==> src/rtl/pipeline_3_memacc_pkg.sv <==
// Shared definitions for the pipeline memory-access stage: opcode values,
// control-word field positions and the memory-access FSM state type.
package pipe_pkg;

  // Opcodes that touch the data RAM
  localparam logic [2:0] OP_LDR = 3'b011;
  localparam logic [2:0] OP_STR = 3'b100;

  // Control-word field positions
  localparam int OPC_HI  = 21;
  localparam int OPC_LO  = 19;
  localparam int WE_BIT  = 3;
  localparam int WNUM_HI = 2;
  localparam int WNUM_LO = 0;

  // RUN: instruction flows through; WAIT: access outstanding, pipeline stalled
  typedef enum logic {
    ST_RUN  = 1'b0,
    ST_WAIT = 1'b1
  } memacc_state_e;

endpackage

==> src/rtl/pipeline_3_memacc_if.sv <==
// Data-RAM request bus between the memory-access stage (master) and the
// synchronous data RAM (slave). mem_ready accepts the access in the cycle
// it is high; read data appears on the RAM output register one cycle later.
interface pipeline_3_memacc_if #(
  parameter int DATA_W = 16
) ();

  logic [DATA_W-1:0] mem_addr;
  logic [DATA_W-1:0] mem_wdata;
  logic              mem_read;
  logic              mem_write;
  logic              mem_ready;

  modport master (
    output mem_addr,
    output mem_wdata,
    output mem_read,
    output mem_write,
    input  mem_ready
  );

  modport slave (
    input  mem_addr,
    input  mem_wdata,
    input  mem_read,
    input  mem_write,
    output mem_ready
  );

endinterface

==> src/rtl/pipeline_3_memacc_timeout.sv <==
// Watchdog for an outstanding data-RAM access. Counts WAIT cycles and
// signals expiry when the count reaches TIMEOUT_CYCLES-1 without mem_ready.
// Only instantiated when MEMACC_TIMEOUT_EN is defined.
module memacc_timeout #(
  parameter int TIMEOUT_CYCLES = 64
) (
  input  logic clk,
  input  logic rst,
  input  logic in_wait_i,
  input  logic ready_i,
  output logic expire_o,
  output logic fault_o
);

  localparam int CW = (TIMEOUT_CYCLES > 2) ? $clog2(TIMEOUT_CYCLES) : 1;

  logic [CW-1:0] cnt_q;
  logic          fault_q;

  assign expire_o = in_wait_i && !ready_i && (cnt_q == CW'(TIMEOUT_CYCLES - 1));
  assign fault_o  = fault_q;

  // Counter held at zero outside WAIT so it starts from zero on every entry
  always_ff @(posedge clk or negedge rst) begin
    if (!rst) begin
      cnt_q <= '0;
    end else if (!in_wait_i) begin
      cnt_q <= '0;
    end else begin
      cnt_q <= cnt_q + CW'(1);
    end
  end

  // Fault flag is sticky until reset
  always_ff @(posedge clk or negedge rst) begin
    if (!rst) begin
      fault_q <= 1'b0;
    end else if (expire_o) begin
      fault_q <= 1'b1;
    end
  end

endmodule

==> src/rtl/pipeline_3_memacc.sv <==
// Memory-access stage (stage 3) of the 5-stage 16-bit pipeline.
// Captures the execute bundle, issues LDR/STR to the data RAM over the
// request bus, stalls the whole pipeline (fetch_next_out low) while an access
// is outstanding and presents a bubble to writeback until it completes.
// Optional watchdog: define MEMACC_TIMEOUT_EN to bound WAIT and add mem_fault.
module pipeline_3_memacc
  import pipe_pkg::*;
#(
  parameter int DATA_W         = 16,
  parameter int CTRL_W         = 22,
  parameter int TIMEOUT_CYCLES = 64
) (
  input  logic                 clk,
  input  logic                 rst,
  input  logic [CTRL_W-1:0]    control_in,
  input  logic [DATA_W-1:0]    result_in,
  input  logic [DATA_W-1:0]    sdata_in,
  input  logic [DATA_W-1:0]    delayed_B_in,
  input  logic                 do_delayed_B_in,
  input  logic                 flush_in,
  pipeline_3_memacc_if.master  mem,
  output logic [CTRL_W-1:0]    control_out,
  output logic [DATA_W-1:0]    result_out,
  output logic [DATA_W-1:0]    delayed_B_out,
  output logic                 do_delayed_B_out,
  output logic                 fetch_next_out
`ifdef MEMACC_TIMEOUT_EN
  ,
  output logic                 mem_fault
`endif
);

  // Captured execute bundle
  logic [CTRL_W-1:0] ctrl_q;
  logic              ddb_q;
  logic [DATA_W-1:0] result_q;
  logic [DATA_W-1:0] sdata_q;
  logic [DATA_W-1:0] db_q;

  // FSM
  memacc_state_e state_q, state_d;
  logic          flushed_q, flushed_d;

  logic          fetch_next;
  logic          bubble;
  logic          req;
  logic          timeout_expire;
  logic [2:0]    opcode;
  logic          is_ldr, is_str, is_mem;

  assign opcode = ctrl_q[OPC_HI:OPC_LO];
  assign is_ldr = (opcode == OP_LDR);
  assign is_str = (opcode == OP_STR);
  assign is_mem = is_ldr | is_str;

`ifdef MEMACC_TIMEOUT_EN
  memacc_timeout #(
    .TIMEOUT_CYCLES (TIMEOUT_CYCLES)
  ) u_timeout (
    .clk       (clk),
    .rst       (rst),
    .in_wait_i (state_q == ST_WAIT),
    .ready_i   (mem.mem_ready),
    .expire_o  (timeout_expire),
    .fault_o   (mem_fault)
  );
`else
  assign timeout_expire = 1'b0;
`endif

  // Control side of the input register: a flush loads a NOP
  always_ff @(posedge clk or negedge rst) begin
    if (!rst) begin
      // NOTE: sequential state uses non-blocking (<=) so every flop samples
      // pre-edge values regardless of statement order.
      ctrl_q <= '0;
      ddb_q  <= 1'b0;
    end else if (fetch_next) begin
      ctrl_q <= flush_in ? '0 : control_in;
      ddb_q  <= flush_in ? 1'b0 : do_delayed_B_in;
    end
  end

  // Data side of the input register
  // NOTE: data fields carry no reset; they are only observed alongside a
  // valid control word, which is cleared on reset.
  always_ff @(posedge clk) begin
    if (fetch_next) begin
      result_q <= result_in;
      sdata_q  <= sdata_in;
      db_q     <= delayed_B_in;
    end
  end

  // Next-state, stall and bubble decode for the access handshake
  always_comb begin
    // NOTE: every signal gets a default first so no path infers a latch.
    state_d    = state_q;
    flushed_d  = flushed_q;
    req        = 1'b0;
    fetch_next = 1'b1;
    bubble     = 1'b0;
    unique case (state_q)
      ST_RUN: begin
        if (flush_in) begin
          // Squash the captured instruction before it reaches the RAM
          bubble = 1'b1;
        end else if (is_mem) begin
          req = 1'b1;
          if (!mem.mem_ready) begin
            fetch_next = 1'b0;
            bubble     = 1'b1;
            flushed_d  = 1'b0;
            state_d    = ST_WAIT;
          end
        end
      end
      ST_WAIT: begin
        // The access cannot be aborted; only its writeback is squashed
        req = 1'b1;
        if (mem.mem_ready) begin
          bubble    = flushed_q | flush_in;
          flushed_d = 1'b0;
          state_d   = ST_RUN;
        end else if (timeout_expire) begin
          bubble    = 1'b1;
          flushed_d = 1'b0;
          state_d   = ST_RUN;
        end else begin
          fetch_next = 1'b0;
          bubble     = 1'b1;
          flushed_d  = flushed_q | flush_in;
        end
      end
      default: begin
        state_d = ST_RUN;
      end
    endcase
  end

  // FSM state and pending-flush flag
  always_ff @(posedge clk or negedge rst) begin
    if (!rst) begin
      state_q   <= ST_RUN;
      flushed_q <= 1'b0;
    end else begin
      state_q   <= state_d;
      flushed_q <= flushed_d;
    end
  end

  assign mem.mem_read      = req & is_ldr;
  assign mem.mem_write     = req & is_str;
  assign mem.mem_addr      = result_q;
  assign mem.mem_wdata     = sdata_q;

  assign fetch_next_out    = fetch_next;
  assign control_out       = bubble ? '0 : ctrl_q;
  assign do_delayed_B_out  = ddb_q & ~bubble;
  assign result_out        = result_q;
  assign delayed_B_out     = db_q;

endmodule

==> src/flat_wrapper.sv <==
// flat-port wrapper written by rule: the top's interface ports become plain ports
module pipeline_3_memacc_flat import pipe_pkg::*;
#(
  parameter int DATA_W         = 16,
  parameter int CTRL_W         = 22,
  parameter int TIMEOUT_CYCLES = 64
)
  (clk, rst, control_in, result_in, sdata_in, delayed_B_in, do_delayed_B_in, flush_in, control_out, result_out, delayed_B_out, do_delayed_B_out, fetch_next_out, mem_mem_addr, mem_mem_wdata, mem_mem_read, mem_mem_write, mem_mem_ready);
  pipeline_3_memacc_if #(.DATA_W(DATA_W)) mem_i ();
  input  logic clk;
  input  logic rst;
  input  logic [CTRL_W-1:0] control_in;
  input  logic [DATA_W-1:0] result_in;
  input  logic [DATA_W-1:0] sdata_in;
  input  logic [DATA_W-1:0] delayed_B_in;
  input  logic do_delayed_B_in;
  input  logic flush_in;
  output logic [CTRL_W-1:0] control_out;
  output logic [DATA_W-1:0] result_out;
  output logic [DATA_W-1:0] delayed_B_out;
  output logic do_delayed_B_out;
  output logic fetch_next_out;
  output wire logic [$bits(mem_i.mem_addr)-1:0] mem_mem_addr;
  output wire logic [$bits(mem_i.mem_wdata)-1:0] mem_mem_wdata;
  output wire logic [$bits(mem_i.mem_read)-1:0] mem_mem_read;
  output wire logic [$bits(mem_i.mem_write)-1:0] mem_mem_write;
  input wire logic [$bits(mem_i.mem_ready)-1:0] mem_mem_ready;
  assign mem_mem_addr = mem_i.mem_addr;
  assign mem_mem_wdata = mem_i.mem_wdata;
  assign mem_mem_read = mem_i.mem_read;
  assign mem_mem_write = mem_i.mem_write;
  assign mem_i.mem_ready = mem_mem_ready;
  pipeline_3_memacc #(.DATA_W(DATA_W), .CTRL_W(CTRL_W), .TIMEOUT_CYCLES(TIMEOUT_CYCLES)) u_core (.clk(clk), .rst(rst), .control_in(control_in), .result_in(result_in), .sdata_in(sdata_in), .delayed_B_in(delayed_B_in), .do_delayed_B_in(do_delayed_B_in), .flush_in(flush_in), .mem(mem_i), .control_out(control_out), .result_out(result_out), .delayed_B_out(delayed_B_out), .do_delayed_B_out(do_delayed_B_out), .fetch_next_out(fetch_next_out));
endmodule
==> config.mk <==
export PLATFORM = sky130hd
export DESIGN_NAME = pipeline_3_memacc_flat
export DESIGN_NICKNAME = d
export VERILOG_FILES = /design/src/rtl/pipeline_3_memacc_pkg.sv /design/src/rtl/pipeline_3_memacc_if.sv /design/src/rtl/pipeline_3_memacc_timeout.sv /design/src/rtl/pipeline_3_memacc.sv /design/src/flat_wrapper.sv
export SDC_FILE = /design/constraint.sdc
export NUM_CORES = 1
export LEC_CHECK = 0
export ABC_AREA = 1
export CAP_MARGIN = 40
export CORE_AREA = 2 2 80 82
export CTS_CLUSTER_SIZE = 28
export DETAILED_ROUTE_END_ITERATION = 8
export DIE_AREA = 0 0 82 84
export DONT_BUFFER_PORTS = 1
export GPL_TIMING_DRIVEN = 1
export PLACE_DENSITY = 0.69
export SLEW_MARGIN = 5
export SYNTH_ARGS = -nofsm -noshare
export SYNTH_HDL_FRONTEND = slang
export SYNTH_SLANG_ARGS = --single-unit
==> constraint.sdc <==
create_clock -name clk -period 2.1 [get_ports clk]
set_clock_uncertainty 0.15 [all_clocks]
set_input_delay 0.21 -clock clk [delete_from_list [all_inputs] [get_ports clk]]
set_output_delay 0.21 -clock clk [all_outputs]
set_load 0.02 [all_outputs]
==> flow_summary.yaml <==
status:
  status: "finished, final reports clean"
setup_path:
  worstReg2RegEnd: "u_core.delayed_B_out[2]"
  worst_r2r_path_depth: 8
  start_kind: "flop"
  crit_start: "u_core.ctrl_q[19]"
  critPathKind: "flop to output pin"
  cp_max_fo: 19
  crit_path_end_kind: "output pin"
  r2r_setup_slack_ns: 0.39
  timing.rr.start: "u_core.ctrl_q[19]"
  required_ns: 1.74
  crit_arrival_ns: 1.65
drt:
  final_antenna_net_count: 0
  first_pass_iters: 4
  detail_route.wl_per_cell_um: 15.9
  top_layer: "met4"
  met1_length_mm: 2.79
  via_per_inst: 5.08
  met3_length_um: 576
  vias: 2239
  drt_iter0_markers: 99
  met2_length_mm: 3.55
  wl_mm: 6.99
  drc: 0
placed_design:
  dp_cells: 349
  place_area_mm2: 0.00319
  place_ws_ns: 0.364
  dp_hpwl_mm: 4.45
  io_buffers: 0
  place.gp.congestion: 0.801
timing:
  finalWorstSetupSlack_ns: 0.0865
  fin_crit_ns: 2.01
  fin_setup_tns_ns: 0
  setup-violations-final: 0
  maxSlewViolCount: 0
  holdWs_ns: 0.166
  worst_pin_slew_ns: 0.418
  fin_crit_sh_pct: 95.9
  finalHoldViolations: 0
  rsz0062_at_grt: "yes"
  slew_headroom_pct: 72.1
  fmax_mhz: 497
global_routing:
  antenna_found_initial: 0
  grt_max_degree: 38
  grt_pass1_vias: 2105
  overflow: 0
  grt_pass1_wl_mm: 10.3
  grt.total_usage_pct: 20.1
final_layout:
  drive_above_1_share_pct: 17.6
  final_area_mm2: 0.00420
  final_common_cell: "dlygate4sd3_1"
  area_growth_pct: 31.9
  diodes: 0
  nFillCells: 433
  fin_nets: 435
  most-common-layout-cells: "73 x dlygate4sd3_1, 49 x inv_1, 48 x edfxtp_1"
  fin_cells: 441
  final_util_pct: 69.0
power_and_ir_drop:
  pwr-share-clk_pct: 31.2
  intPower_mw: 2.42
  power.leakage_nw: 1.89
  vdd_drop_max_uv: 418
  power.switching_mw: 0.966
  pwr-share-comb_pct: 13.6
  p_sw_share_pct: 28.6
  finalPower_mw: 3.38
  power_per_cell_area_mw_per_mm2: 805
  pwr-share-seq_pct: 55.3
floorplanning:
  initial_utilization_pct: 52.3
  die_w_um: 82
  io_pins: 165
  core-area_mm2: 0.00610
  num_rows: 29
  die-area_mm2: 0.00689
  die_h_um: 84
cts:
  clk_path_buf_depth: 2
  clkLatencyLatePin_ns: 0.33
  cts_num_sinks: 73
  clockRootBuffer: "clkbuf_8"
  cts_inserted_buffers: 9
  clkSlewWorstSetupHoldPaths_ns: 0.07
  cts_tree: "built"
  h-tree-depth: 3
logic_synthesis:
  synthCells: 290
  avgSynthCellArea_um2: 11.0
  synth_seq_area_share_pct: 64.8
  synth-seq-cells: 73
  syn-num-nets: 365
  yosysWarnings: 0
  ys_types: 19
  syn_area_mm2: 0.00319
run:
  drv_cap: 0
min_path:
  hp-class: "primary input to async pin"
[flip-flops by register name, summed over array words and instances, names as in the netlist]
signal / cells
u_core.ctrl_q: 22
u_core.mem.mem_wdata: 16
u_core.delayed_B_out: 16
u_core.state_q: 1
u_core.ddb_q: 1
u_core.flushed_q: 1
u_core.mem.mem_addr: 16
[power by group through the flow]
| stage | combinational, mW | clock [mW] | sequential, mW |
|---|---|---|---|
| CTS | 0.444 | 1.09 | 1.87 |
| detailed placement | 0.314 | 0 | 1.90 |
| global route | 0.502 | 1.14 | 1.88 |
| global placement | 0.309 | 0 | 1.90 |
| finish | 0.459 | 1.05 | 1.87 |
| floorplan | 0.334 | 0 | 1.84 |
[per-layer routing]
| layer | track usage (%) | vias to the layer above |
|---|---|---|
| met4 | 10.0 | 0 |
| met5 | 0 | - |
| met1 | 25.7 | 1027 |
| met3 | 4.44 | 6 |
| li1 | - | 1063 |
| met2 | 32.0 | 143 |
[worst max-delay path by stage]
stage                                   end  slack, ns  depth (start not counted)
floorplan           u_core.delayed_B_out[0]      -0.08                          6
global placement           do_delayed_B_out       0.40                          8
detailed placement         do_delayed_B_out       0.36                          8
CTS                         control_out[21]       0.02                          8
global route                 fetch_next_out      -0.03                          8
finish                       fetch_next_out       0.09                          8
[cells in the mapped netlist]
cell type	instances	area, um2
o21ai_1	1	5.00
nand2_1	30	113
nand4_1	23	144
nand2_4	1	11.3
buf_4	18	135
inv_2	2	7.51
inv_1	50	188
nand3_2	1	10.0
edfxtp_1	48	1440
buf_1	4	15.0
dfrtp_1	25	626
buf_2	3	15.0
clkbuf_1	3	11.3
buf_6	3	33.8
nor2_2	11	68.8
nor2_4	10	113
nand2_2	2	12.5
nor2_1	29	109
nand3_1	26	130
[area by class of cell]
class	count	area, um2	area share, %
clock inverters	6	68.8	1.64
repair buffers	90	918	21.8
clock buffers	9	124	2.95
well taps	77	96.3	2.29
inverters	52	199	4.73
multi-input cells	134	731	17.4
flip-flops and latches	73	2070	49.2
[repair_timing]
action | 4_1_cts | 5_1_grt
hold endpoints to repair | 98 | 0
setup endpoints to repair | 2 | 5
gates cloned | 0 | 1
setup buffers | 0 | 1
gates resized for setup | 1 | 7
hold buffers | 75 | 0
[kinds of logic (layout without fill, tap and decap cells)]
family	count (synthesis)	in the layout	share of synthesized area, %
buf+inv	83	157	12.7
simple gates	133	133	22.3
compound gates	1	1	0.157
flops	73	73	64.8
[worst max-delay path, cell delays in order (launching register included)]
cell and delay (ns):
dfrtp_1 0.44, nor2_2 0.14, nand2_2 0.07, nand2_2 0.07, nand3_2 0.07, nand2_2 0.09, clkinvlp_4 0.11, buf_12 0.17
buf_4 0.16
Power figures use the tool's default switching activity.
